[src/rtl/mux_l2_pkg.sv]
// rtl/mux_l2_pkg.sv - shared constants, lane encoding and clog2 helper for the layer-2 2x1 interleaver
package mux_l2_pkg;

    localparam int DATA_W_DEF = 8;
    localparam int DEPTH_DEF  = 4;

    typedef enum logic {
        LANE0 = 1'b0,
        LANE1 = 1'b1
    } lane_e;

    // Ceiling log2; returns 0 for values of 0 or 1.
    function automatic int clog2(input int value);
        int result;
        int v;
        result = 0;
        v      = value - 1;
        while (v > 0) begin
            result = result + 1;
            v      = v >> 1;
        end
        return result;
    endfunction

endpackage

[src/rtl/fifo_lane.sv]
// rtl/fifo_lane.sv - per-lane synchronous FIFO with pop-frees-slot push acceptance and drop flag
module fifo_lane
    import mux_l2_pkg::*;
#(
    parameter int DATA_W = DATA_W_DEF,
    parameter int DEPTH  = DEPTH_DEF
) (
    input  logic              clk,
    input  logic              reset,
    input  logic              push,
    input  logic [DATA_W-1:0] din,
    input  logic              pop,
    output logic [DATA_W-1:0] dout,
    output logic              empty,
    output logic              full,
    output logic              drop
);

    localparam int PTR_W = clog2(DEPTH);
    localparam int CNT_W = clog2(DEPTH) + 1;

    logic [DATA_W-1:0] mem [DEPTH];
    logic [PTR_W-1:0]  wr_ptr;
    logic [PTR_W-1:0]  rd_ptr;
    logic [CNT_W-1:0]  count;
    logic              do_push;
    logic              do_pop;

    // Status flags and accept/drop decisions; a same-edge pop makes room for the push.
    always_comb begin
        empty   = (count == '0);
        full    = (count == CNT_W'(DEPTH));
        do_pop  = pop && !empty;
        do_push = push && (!full || do_pop);
        drop    = push && full && !do_pop;
        dout    = mem[rd_ptr];
    end

    // Storage array; contents need no reset because count gates every read.
    always_ff @(posedge clk) begin
        if (!reset && do_push) begin
            mem[wr_ptr] <= din;
        end
    end

    // Pointers wrap naturally since DEPTH is a power of two.
    always_ff @(posedge clk) begin
        if (reset) begin
            wr_ptr <= '0;
            rd_ptr <= '0;
        end else begin
            if (do_push) begin
                wr_ptr <= wr_ptr + PTR_W'(1);
            end
            if (do_pop) begin
                rd_ptr <= rd_ptr + PTR_W'(1);
            end
        end
    end

    // Occupancy counter, 0..DEPTH.
    always_ff @(posedge clk) begin
        if (reset) begin
            count <= '0;
        end else begin
            case ({do_push, do_pop})
                2'b10:   count <= count + CNT_W'(1);
                2'b01:   count <= count - CNT_W'(1);
                default: count <= count;
            endcase
        end
    end

endmodule

[src/rtl/mux_l2_2x1.sv]
// rtl/mux_l2_2x1.sv - two-lane to one-stream byte interleaver; MUXL2_STATS_EN adds an output byte counter
module mux_l2_2x1
    import mux_l2_pkg::*;
#(
    parameter int DATA_W = DATA_W_DEF,
    parameter int DEPTH  = DEPTH_DEF
) (
    input  logic              clk,
    input  logic              reset,
    input  logic [DATA_W-1:0] Entrada0,
    input  logic              validEntrada0,
    input  logic [DATA_W-1:0] Entrada1,
    input  logic              validEntrada1,
    output logic [DATA_W-1:0] Salida_conductual,
    output logic              validsalida,
    output logic              overflow0,
    output logic              overflow1
`ifdef MUXL2_STATS_EN
    ,
    output logic [15:0]       conteo_bytes
`endif
);

    lane_e             sel;
    lane_e             sel_next;
    logic              pop0;
    logic              pop1;
    logic              take;
    logic [DATA_W-1:0] head;
    logic [DATA_W-1:0] dout0;
    logic [DATA_W-1:0] dout1;
    logic              empty0;
    logic              empty1;
    logic              full0;
    logic              full1;
    logic              drop0;
    logic              drop1;

    fifo_lane #(
        .DATA_W (DATA_W),
        .DEPTH  (DEPTH)
    ) u_fifo0 (
        .clk   (clk),
        .reset (reset),
        .push  (validEntrada0),
        .din   (Entrada0),
        .pop   (pop0),
        .dout  (dout0),
        .empty (empty0),
        .full  (full0),
        .drop  (drop0)
    );

    fifo_lane #(
        .DATA_W (DATA_W),
        .DEPTH  (DEPTH)
    ) u_fifo1 (
        .clk   (clk),
        .reset (reset),
        .push  (validEntrada1),
        .din   (Entrada1),
        .pop   (pop1),
        .dout  (dout1),
        .empty (empty1),
        .full  (full1),
        .drop  (drop1)
    );

    // Lane selector state register.
    always_ff @(posedge clk) begin
        if (reset) begin
            sel <= LANE0;
        end else begin
            sel <= sel_next;
        end
    end

    // Advance to the other lane only after serving the expected one; never skip.
    always_comb begin
        sel_next = sel;
        if (take) begin
            sel_next = (sel == LANE0) ? LANE1 : LANE0;
        end
    end

    // Pop the selected lane when it holds data and pick its head byte.
    always_comb begin
        pop0 = (sel == LANE0) && !empty0;
        pop1 = (sel == LANE1) && !empty1;
        take = pop0 || pop1;
        head = (sel == LANE0) ? dout0 : dout1;
    end

    // Registered output byte; forced to zero on idle cycles.
    always_ff @(posedge clk) begin
        if (reset) begin
            Salida_conductual <= '0;
            validsalida       <= 1'b0;
        end else begin
            Salida_conductual <= take ? head : '0;
            validsalida       <= take;
        end
    end

    // Sticky drop indicators, cleared only by reset.
    always_ff @(posedge clk) begin
        if (reset) begin
            overflow0 <= 1'b0;
            overflow1 <= 1'b0;
        end else begin
            overflow0 <= overflow0 | drop0;
            overflow1 <= overflow1 | drop1;
        end
    end

`ifdef MUXL2_STATS_EN
    logic [15:0] stat_count;

    // Saturating count of emitted bytes.
    always_ff @(posedge clk) begin
        if (reset) begin
            stat_count <= '0;
        end else if (take && (stat_count != 16'hFFFF)) begin
            stat_count <= stat_count + 16'd1;
        end
    end

    assign conteo_bytes = stat_count;
`else
    logic unused_full;
    assign unused_full = full0 ^ full1;
`endif

`ifdef MUXL2_STATS_EN
    logic unused_full;
    assign unused_full = full0 ^ full1;
`endif

endmodule

[config.mk]
export PLATFORM = sky130hd
export DESIGN_NAME = mux_l2_2x1
export DESIGN_NICKNAME = d
export VERILOG_FILES = /design/src/rtl/mux_l2_pkg.sv /design/src/rtl/fifo_lane.sv /design/src/rtl/mux_l2_2x1.sv
export SDC_FILE = /design/constraint.sdc
export NUM_CORES = 1
export LEC_CHECK = 0
export CORE_MARGIN = 2
export CORE_UTILIZATION = 57
export DETAILED_ROUTE_END_ITERATION = 10
export GPL_ROUTABILITY_DRIVEN = 0
export PLACE_DENSITY_LB_ADDON = 0.1
export SLEW_MARGIN = 20
export SYNTH_ARGS = -nofsm -noshare
export SYNTH_HDL_FRONTEND = slang
export SYNTH_SLANG_ARGS = --single-unit
[constraint.sdc]
create_clock -name clk -period 2.5 [get_ports clk]
set_input_delay 0.5 -clock clk [delete_from_list [all_inputs] [get_ports clk]]
set_output_delay 0.5 -clock clk [all_outputs]
set_load 0.02 [all_outputs]
==> out/results.txt <==
Crit Reg-Reg Endpoint: u_fifo1.count[2]$_SDFFE_PP0P_
Final Hold Vio Count: 0
Seq cells post-synth: 94
Initial antenna violation count: 0
Unique masters post-synth: 33
Initial DRC Count: 100
Final Slew Violations: 0
CP Cell Sequence: or4b_4 > nand2_1 > ha_1 > inv_1 > fa_1 > xor2_1 > or3_1 > a21oi_1
Total GRT Usage: 17.7%
Syn_nets: 263
Setup CP Type: reg2reg
Die height: 84.8 um
Critical Path Start Type: flip-flop
Initial core utilization: 58.6%
Drt drc: 0
CTS tree: done
Hold path start: overflow0$_SDFF_PP0_
Die W: 84.8 um
Met1 wire length: 2.70 mm
Syn_area_per_cell: 16.1 sq um
Fin cells: 347
Vias/cell: 5.46
Full die area: 0.00720 sq mm
P_leak: 0.00145 uW
RSZ-0062 raised after global routing: no
Vias: 1,896
Clock buffer depth: 2
Worst Hold Path Cells: 2
Final wirelength: 5.68 mm
Layout cell share with drive strength beyond 1: 14.8%
Most common cell after layout, fill and taps aside: edfxtp_1
Worst-path clk slew: 0.09 ns
Placed instance area: 0.00407 sq mm
Grt total ovfl: 0
Worst Hold End: overflow0$_SDFF_PP0_
Worst EP arrival: 2.63 ns
Crit path capture type: flip-flop
Worst Tran Pin Value: 0.565 ns
Post-synthesis sequential area ratio: 67.7%
Vias in the first global route: 1,919
Data required time of the worst path: 2.79 ns
Layout area overhead: 13.9%
Root Buffer: clkbuf_8
Top delay family on crit path: simple AND/OR/NAND/NOR gates
# diodes: 0
Clk sinks: 94
DR WL met2: 2.72 mm
Total CTS buffers: 9
Post-route minimum period: 2.35 ns
Setup_tns: 0 ns
First-pass GRT wire length: 9.54 mm
CTS-repair resized insts: 0
Buffers and inverters on the worst path: 1
Syn Inst Count: 231
Status: finished clean
Max Freq: 426 MHz
Layout net count: 297
Peak supply drop: 0.663 mV
Clock skew: 0.0111 ns
Met3 Wirelength: 180 um
Pwr Density: 912 mW/mm^2
Tcrit/Tclk final: 93.9%
Max-Cap Viols: 0
Max_slew headroom: 62.3%
Pin count of the biggest net entering global routing: 27
R2r startpoint: sel$_SDFFE_PP0N_
Overall Power: 3870 uW
Crit-path slowest cell: or4b_4
Clk_lat worst skew: 0.35 ns
CTS H-tree depth: 3
Final setup vio count: 0
Most frequent cells in the layout: edfxtp_1, dfxtp_1, clkdlybuf4s50_1
# IOs: 31
Final ANT Viol Nets: 0
DR top layer: met4
Synth warnings: 0
Hold WC Path Type: reg2reg
WL/cell: 16.4 um
Final Cell Area: 0.00424 sq mm
Core footprint: 0.00635 sq mm
Worst r2r path cells: 8
Placed Instances: 331
FF-to-FF setup slack: 0.15 ns
FP Rows: 29
Pre-Repair DR Iteration Count: 4
CP max FO: 10
Slowest stage delay, CP: 0.59 ns
Post-Route Utilization: 66.8%
Post-CTS Hold Buffers: 0
Synth Cell Area: 0.00372 sq mm
Port-buffer cells: 30
Post-DP HPWL: 3.94 mm
Post-CTS setup buffers: 0
[worst max-delay path by stage]
stage / slack (ns) / cells after the start / endpoint / startpoint
after detailed placement: 0.14 / 8 / u_fifo0.count[2]$_SDFFE_PP0P_ / validEntrada0
after CTS: 0.14 / 8 / u_fifo1.count[2]$_SDFFE_PP0P_ / sel$_SDFFE_PP0N_
final: 0.15 / 8 / u_fifo1.count[2]$_SDFFE_PP0P_ / sel$_SDFFE_PP0N_
after global routing: 0.02 / 8 / u_fifo1.count[2]$_SDFFE_PP0P_ / sel$_SDFFE_PP0N_
after global placement: 0.17 / 8 / u_fifo0.count[2]$_SDFFE_PP0P_ / validEntrada0
after floorplan: 0.26 / 9 / u_fifo1.count[2]$_SDFFE_PP0P_ / sel$_SDFFE_PP0N_
[layer usage]
metal | up-vias | GRT usage, %
met5 | - | 0
met4 | 0 | 6.93
met3 | 8 | 3.70
met2 | 37 | 26.8
met1 | 914 | 25.5
li1 | 937 | -
[final cells by class]
class                      count  area (sq um)
clock buffer                  10           128
clock inverter                 6          46.3
fill                         458          2110
inverter                      14          52.6
multi-input combinational    114          1080
sequential                    94          2520
tap                           77          96.3
timing repair buffer          32           315
[kinds of logic (layout without fill, tap and decap cells)]
group	Yosys count	in the layout	synth area share, %
adders and majority gates	12	12	4.44
AOI/OAI and AO/OA	25	25	4.17
and+or+nand+nor	47	47	7.22
buffers and inverters	23	62	3.19
muxes	24	24	11.8
DFF	94	94	67.7
xor gates and xnor gates	6	6	1.41
[worst min-delay path: cells and delay by family, from the launching register on]
family	cells	cell delay, ns
AO/OA/AOI/OAI	1	0.04
flip-flops	1	0.34
AND/OR/NAND/NOR	1	0.08
[cell usage after synthesis (all sizes together)]
master	number	area (sq um)
or4b	1	13.8
and2	8	50.1
a211oi	1	7.51
edfxtp	64	1920
nor3	11	55.1
dfxtp	30	601
ha	10	125
nand3	4	20.0
mux2i	8	80.1
fa	2	40.0
o31a	1	10.0
buf	5	48.8
and4bb	1	12.5
inv	14	52.6
or3	4	31.3
xnor2	1	8.76
xor2	5	43.8
a21oi	13	76.3
a311oi	1	8.76
nor2	14	52.6
o311ai	1	8.76
o21ai	7	35.0
a31o	1	8.76
nor4b	1	15.0
nand4bb	1	11.3
mux4	16	360
nand2	2	7.51
clkbuf	4	17.5
[report_power, final]
group          leakage [uW]  switching (uW)  internal, uW
clock             0.0000829             504           366
sequential         0.000827             182          1840
combinational      0.000538             474           503
[per-stage QoR]
stage | hold slack [ns] | worst slack (ns)
floorplan | 0.484 | 0.265
global placement | 0.460 | 0.171
detailed placement | 0.464 | 0.138
CTS | 0.488 | 0.138
global route | 0.512 | 0.0225
finish | 0.488 | 0.154
[registers in the layout, indices dropped and copies added, names as in the netlist, 2 cells and up, named ones only]
signal / cells
u_fifo0.mem: 32
u_fifo1.mem: 32
Salida_conductual: 8
u_fifo0.count: 3
u_fifo1.count: 3
u_fifo0.rd_ptr: 2
u_fifo0.wr_ptr: 2
u_fifo1.rd_ptr: 2
u_fifo1.wr_ptr: 2
No activity file was read; power rests on OpenSTA's default activity.
